### config.mk
export PLATFORM = sky130hd
export DESIGN_NAME = mux4x1_rr_arbiter
export DESIGN_NICKNAME = d
export VERILOG_FILES = /design/src/rtl/mux_arb_pkg.sv /design/src/rtl/rr_picker_4.sv /design/src/rtl/mux4x1_rr_arbiter.sv
export SDC_FILE = /design/constraint.sdc
export NUM_CORES = 1
export LEC_CHECK = 0
export CAP_MARGIN = 10
export CORE_AREA = 4 4 41 43
export DETAILED_ROUTE_END_ITERATION = 10
export DIE_AREA = 0 0 45 47
export PLACE_DENSITY = 0.74
export RECOVER_POWER = 25
export SYNTH_ARGS = -nofsm -noshare
export SYNTH_HDL_FRONTEND = slang
export SYNTH_SLANG_ARGS = --single-unit
### constraint.sdc
create_clock -name clk -period 2.8 [get_ports clk]
set_clock_uncertainty 0.1 [all_clocks]
set_input_delay 0.56 -clock clk [delete_from_list [all_inputs] [get_ports clk]]
set_output_delay 0.56 -clock clk [all_outputs]
set_load 0.05 [all_outputs]
### src/rtl/mux_arb_pkg.sv
// rtl/mux_arb_pkg.sv - shared constants, state type and grant helper for the round-robin mux arbiter
package mux_arb_pkg;

    localparam int N_REQ  = 4;
    localparam int SEL_W  = 2;
    localparam int DATA_W = 4;

    typedef enum logic {
        IDLE,
        GRANT
    } arb_state_t;

    function automatic logic [N_REQ-1:0] sel_to_grant(input logic [SEL_W-1:0] s);
        return N_REQ'(1) << s;
    endfunction

endpackage

### src/rtl/rr_picker_4.sv
// rtl/rr_picker_4.sv - combinational rotating priority encoder, first set bit after 'last' wins
module rr_picker_4
    import mux_arb_pkg::*;
(
    input  logic [3:0] req,
    input  logic [1:0] last,
    output logic [1:0] idx,
    output logic       found
);

    logic [1:0] w_cand;

    // Scan from the farthest candidate to the nearest so the nearest set bit overwrites the rest.
    always_comb begin
        idx    = 2'd0;
        found  = 1'b0;
        w_cand = 2'd0;
        for (int d = N_REQ; d >= 1; d--) begin
            w_cand = last + SEL_W'(d);
            if (req[w_cand]) begin
                idx   = w_cand;
                found = 1'b1;
            end
        end
    end

endmodule

### src/rtl/mux4x1_rr_arbiter.sv
// rtl/mux4x1_rr_arbiter.sv - round-robin owner of the shared 4-bit mux; ARB_TIMEOUT_EN adds forced release
module mux4x1_rr_arbiter
    import mux_arb_pkg::*;
#(
    parameter int MAX_HOLD = 16,
    parameter int CNT_W    = 5
)
(
    input  logic       clk,
    input  logic       rst_n,
    input  logic [3:0] req,
    output logic [1:0] sel,
    output logic [3:0] grant,
    output logic       busy,
    output logic       timeout
);

    if (MAX_HOLD < 2 || MAX_HOLD > 31 || (2 ** CNT_W) <= MAX_HOLD) begin : g_bad_param
        $error("mux4x1_rr_arbiter: MAX_HOLD/CNT_W out of range");
    end

    arb_state_t r_state, w_state_nxt;
    logic [3:0] r_grant, w_grant_nxt;
    logic [1:0] r_sel,   w_sel_nxt;
    logic [1:0] r_last,  w_last_nxt;
    logic       r_busy,  w_busy_nxt;
    logic [1:0] w_idx;
    logic       w_found;

    rr_picker_4 u_picker (
        .req   (req),
        .last  (r_last),
        .idx   (w_idx),
        .found (w_found)
    );

`ifdef ARB_TIMEOUT_EN
    localparam logic [CNT_W-1:0] HOLD_LAST = CNT_W'(MAX_HOLD - 1);

    logic [CNT_W-1:0] r_hold_cnt, w_hold_nxt;
    logic             r_timeout,  w_timeout_nxt;
`endif

    always_comb begin
        w_state_nxt = r_state;
        w_grant_nxt = r_grant;
        w_sel_nxt   = r_sel;
        w_last_nxt  = r_last;
        w_busy_nxt  = r_busy;
`ifdef ARB_TIMEOUT_EN
        w_hold_nxt    = r_hold_cnt;
        w_timeout_nxt = 1'b0;
`endif
        case (r_state)
            IDLE: begin
                w_grant_nxt = 4'b0000;
                w_busy_nxt  = 1'b0;
                if (w_found) begin
                    w_grant_nxt = sel_to_grant(w_idx);
                    w_sel_nxt   = w_idx;
                    w_busy_nxt  = 1'b1;
                    w_state_nxt = GRANT;
`ifdef ARB_TIMEOUT_EN
                    w_hold_nxt  = '0;
`endif
                end
            end
            GRANT: begin
                if (!req[r_sel]) begin
                    w_grant_nxt = 4'b0000;
                    w_busy_nxt  = 1'b0;
                    w_last_nxt  = r_sel;
                    w_state_nxt = IDLE;
                end
`ifdef ARB_TIMEOUT_EN
                // A saturated owner keeps the mux until someone else actually asks for it.
                else if (r_hold_cnt == HOLD_LAST) begin
                    if ((req & ~r_grant) != 4'b0000) begin
                        w_grant_nxt   = 4'b0000;
                        w_busy_nxt    = 1'b0;
                        w_last_nxt    = r_sel;
                        w_timeout_nxt = 1'b1;
                        w_state_nxt   = IDLE;
                    end
                end else begin
                    w_hold_nxt = r_hold_cnt + CNT_W'(1);
                end
`endif
            end
            default: begin
                w_state_nxt = IDLE;
                w_grant_nxt = 4'b0000;
                w_busy_nxt  = 1'b0;
            end
        endcase
    end

    always_ff @(posedge clk) begin
        if (!rst_n) begin
            r_state <= IDLE;
            r_grant <= 4'b0000;
            r_sel   <= 2'd0;
            r_last  <= 2'd3;
            r_busy  <= 1'b0;
        end else begin
            r_state <= w_state_nxt;
            r_grant <= w_grant_nxt;
            r_sel   <= w_sel_nxt;
            r_last  <= w_last_nxt;
            r_busy  <= w_busy_nxt;
        end
    end

`ifdef ARB_TIMEOUT_EN
    always_ff @(posedge clk) begin
        if (!rst_n) begin
            r_hold_cnt <= '0;
            r_timeout  <= 1'b0;
        end else begin
            r_hold_cnt <= w_hold_nxt;
            r_timeout  <= w_timeout_nxt;
        end
    end

    assign timeout = r_timeout;
`else
    assign timeout = 1'b0;
`endif

    assign grant = r_grant;
    assign sel   = r_sel;
    assign busy  = r_busy;

endmodule

# [Word level (Yosys, flattened, before mapping)]
# Cells that the tools add are included.
[totals] out_inout_bits=8 reg_bits=10 wordCells=45 in_bits=6
[op_classes] bitwise=2 n_addsub=3 shift=1 order_cmp=5 n_eq_ne=1 n_mux=26 n_reduce_logical=2
[ops] operator="$lt 2x3->1 const B" count=5
[ops] operator="$mux 1" count=12
[ops] operator="$bmux 1 s2" count=5
[ops] operator="$mux 2" count=4
[ops] operator="$mux 4" count=2
[ops] operator="$pmux 4 s2" count=1
[ops] operator="$add 2x2->2 const B" count=2
[ops] operator="$pmux 1 s2" count=2
[ops] operator="$reduce_and 2->1" count=2
[ops] operator="$shl 1x2->4 const A" count=1
[ops] operator="$add 2x1->2 const B" count=1
[ops] operator="$ne 2x2->1 const B" count=1
[ops] operator="$not 1->1" count=2

# [Longest topological paths before layout]
[logic_depth] ltp_word=9 mapped_depth=4 ltp_nobuf=4

# [Modules after synthesis]
# A second synthesis with hierarchy kept.
[unflattened] cells_unflattened=60 area_unflattened_um2=535.5
[by_module_without_submodules] module="mux4x1_rr_arbiter" area_per_inst_um2=444.2 cells_per_inst=46 n_inst=1
[by_module_without_submodules] module="rr_picker_4" area_per_inst_um2=91.3 cells_per_inst=14 n_inst=1

# [Worst setup path after synthesis]
# Ideal clock, no wire load.
[synth_timing] path_kind="reg2reg" startpoint="reg r_sel[0], in the netlist sel[0]" endpoint="reg r_last[0]" period_less_slack_ns=1.939 arrival_time_ns=1.713 setup_slack_ns=0.861 path_stages_with_launch=5 cell_sequence="dfxtp_1 -> mux4_2 -> or2_1 -> mux2i_1 -> nand2_1"
[synth_between] elab_chain_len=4
[synth_lines] item="start, declared" line_no="mux4x1_rr_arbiter.sv:24" rtl="logic [1:0] r_sel, w_sel_nxt;"
[synth_lines] item="start signal, assigned" line_no="mux4x1_rr_arbiter.sv:108" rtl="r_sel <= w_sel_nxt;"
[synth_lines] item="$bmux 1 s2" line_no="mux4x1_rr_arbiter.sv:69" rtl="if (!req[r_sel]) begin"
[synth_lines] item="$mux 1 (not written as such)" line_no="mux4x1_rr_arbiter.sv:69"
[synth_lines] item="$not 1->1 (no line)"
[synth_lines] item="$reduce_and 2->1 (no line)"
[synth_lines] item="end signal, assigned" line_no="mux4x1_rr_arbiter.sv:109" rtl="r_last <= w_last_nxt;"
[synth_lines] item="end, declared" line_no="mux4x1_rr_arbiter.sv:25" rtl="logic [1:0] r_last, w_last_nxt;"
# Parallel ways exist; a longest one is shown, timed or not. The select of a mux whose other input is x is not followed.
# A chain may end at the register's enable or synchronous reset.

# [Worst setup path after layout]
[layout_timing] startpoint="reg r_sel[0], in the netlist sel[0]" endpoint="out sel[0]"
[layout_lines] item="end, declared" line_no="mux4x1_rr_arbiter.sv:12" rtl="output logic [1:0] sel,"
# No word-level cell between the ends.

==> impl_metrics.ini <==
[clock_network]
ctsHoldBuffers = 0
cts_root_buf = clkbuf_4
cts_buffer_depth = 2
cts-buffers-inserted = 3
cts_tree = built
h-tree-depth = 1
clock_sinks = 10
cts_setup_buffers = 0
clkLatencyLatePin_ns = 0.27
path_clk_slew_ns = 0.07
cts_resized = 0

[timing]
rsz0062_at_grt = false
max-slew-margin-rel_pct = 66.3
fmax_mhz = 451
period_share_pct = 79.3
whs_ns = 0.364
drv_slew = 0
setup_viol = 0
hold_viol = 0
worst_pin_slew_ns = 0.503
period_minus_slack_ns = 2.22
setup_ws_ns = 0.581
setup_tns_ns = 0

[synth]
ys_types = 27
synthCells = 55
syn-num-nets = 61
synth_area_um2 = 494
yosys_register_bits = 10
ys_warn_count = 0
ys_seq_area_share_pct = 40.5
syn_area_per_cell_um2 = 8.99

[setup_path]
endpoint_kind = output port
criticalPathCategory = flip-flop to output port
rr_endpoint = r_last[0]$_SDFFE_PN1P_
arrival_ns = 1.56
critPathBufInv = 1
cp-start-kind = flip-flop
critical_path_required_ns = 2.14
rr_worst_depth = 4
reg2reg_from = sel[0]$_SDFFE_PN0P_
path_cells = clkdlybuf4s50_1
path_max_fanout = 5
critPathMaxStageDelay_ns = 0.85
critPathSlowestCell = clkdlybuf4s50_1
rrSetupSlack_ns = 1.10
crit_family = buffers and inverters

[pwr]
comb_power_share_pct = 26.6
max-vdd-ir-drop_mv = 0.351
power.switching_uw = 129
power.leakage_uw = 0.000254
clock_power_share_pct = 32.1
p_total_uw = 408
switching_share_pct = 31.7
p_int_uw = 279
seqPwrFrac_pct = 41.3
powerDensity_nw_per_um2 = 631

[outcome]
status = completed

[global_route]
grt_pass1_vias = 389
grt_start_max_net_pins = 10
grt_overflow = 0
grt_pass1_wl_um = 1720
track_usage_pct = 11.8
grt_antenna_before_repair = 0

[detailed_routing]
drt-initial-drc-count = 3
drcViolationCount = 0
first_pass_iters = 4
drt_wl_total_um = 1020
via_per_inst = 5.21
wl_per_cell_um = 12.2
postRouteAntennaNets = 0
vias = 438

[worst_hold_path]
whs_endpoint = grant[3]$_SDFFE_PN0P_
hold_depth = 2
hold_path.class = flip-flop to flip-flop
worstHoldStart = grant[3]$_SDFFE_PN0P_

[final_layout]
antenna_cells = 0
final_common_cell = clkdlybuf4s50_1
drive_above_1_share_pct = 7.25
finalNetCount = 76
syn2layout_area_growth_pct = 30.9
final_cell_mix = clkdlybuf4s50_1 (11), dfxtp_1 (10), o21ai_0 (5), nand2_1 (5)

[flow_run]
cap_violations = 0

[floorplanning]
dieHeight_um = 47
rows = 13
coreArea_um2 = 1300
initial_core_util_pct = 38.0
die_area_um2 = 2120
die_w_um = 45
io_pins = 14

[place]
dp_hpwl_um = 775
numPortBuffers = 12
preCtsSetupSlack_ns = 0.463
place_congestion = 0.787
## logic make-up (layout without fill, tap and decap cells)
logic type             count (synthesis)  count (layout)  share of synthesized area [%]
buffers and inverters                  4              18                           3.80
DFF                                   10              10                           40.5
muxes                                  3               3                           8.61
AOI/OAI and AO/OA                     15              15                           21.8
other                                  1               1                          0.759
and+or+nand+nor                       22              22                           24.6
## sequential cells by signal (all words and copies together), names as in the netlist
name     cells
grant        4
r_state      1
r_last       2
sel          2
busy         1
## through the flow
step | util [%] | cells | cell area [µm²]
after CTS | 50.6 | 84 | 658
final | 49.7 | 84 | 647
after floorplan | - | 55 | 494
after global routing | 49.7 | 84 | 647
after detailed placement | 47.8 | 80 | 622
after global placement | 47.8 | 80 | 622
## worst max-delay path by stage
| stage | cells after the start | slack [ns] | from | to |
|---|---|---|---|---|
| after floorplan | 4 | 0.86 | sel[0]$_SDFFE_PN0P_ | r_last[0]$_SDFFE_PN1P_ |
| after global placement | 5 | 0.51 | req[3] | r_last[0]$_SDFFE_PN1P_ |
| after detailed placement | 5 | 0.46 | req[3] | r_last[0]$_SDFFE_PN1P_ |
| after CTS | 1 | 0.57 | sel[0]$_SDFFE_PN0P_ | sel[0] |
| after global routing | 1 | 0.51 | sel[0]$_SDFFE_PN0P_ | sel[0] |
| final | 1 | 0.58 | sel[0]$_SDFFE_PN0P_ | sel[0] |
## final cells by class
class / count / area (µm²)
repair buffers: 12 / 120
clock buffers: 4 / 36.3
multi-input cells: 41 / 264
well taps: 15 / 18.8
inverters: 2 / 7.51
flip-flops and latches: 10 / 200
fillers: 148 / 654
## synthesized netlist by cell type
master / instances / area (µm²)
a21oi_1: 2 / 10.0
mux4_2: 1 / 22.5
or2_1: 1 / 6.26
and3_4: 1 / 11.3
nor2_1: 3 / 11.3
nand3_1: 3 / 15.0
nor4_1: 1 / 6.26
a22o_1: 3 / 26.3
conb_1: 1 / 3.75
a311oi_2: 1 / 15.0
buf_4: 1 / 7.51
mux2i_1: 2 / 20.0
inv_1: 2 / 7.51
and2_1: 1 / 6.26
a211oi_1: 1 / 7.51
nor3b_1: 1 / 7.51
dfxtp_1: 10 / 200
clkbuf_1: 1 / 3.75
or2_0: 1 / 6.26
nand2b_1: 3 / 18.8
nor3_1: 1 / 5.00
a211o_1: 1 / 8.76
o21ai_0: 5 / 25.0
nand2_1: 5 / 18.8
and3b_1: 1 / 8.76
a21boi_0: 1 / 7.51
o21a_1: 1 / 7.51
## per-layer routing
layer | GRT usage [%] | wire [µm] | vias up
met5 | 0 | 0 | -
met4 | 5.26 | 8 | 0
met3 | 7.28 | 78 | 2
met2 | 17.2 | 484 | 11
met1 | 13.6 | 449 | 199
li1 | - | - | 226
## power by group through the flow
stage / clock (µW) / combinational, µW / sequential [µW]
final: 131 / 109 / 169
after global routing: 144 / 118 / 171
after floorplan: 0 / 46.0 / 201
after detailed placement: 0 / 111 / 172
after global placement: 0 / 110 / 172
after CTS: 133 / 112 / 169
## worst reg2reg max path, delay by kind of cell (launching register included)
family           cells  cell delay, ns
muxes                2            0.72
and+or+nand+nor      2            0.33
DFF                  1            0.44
Power figures use the tool's default switching activity.
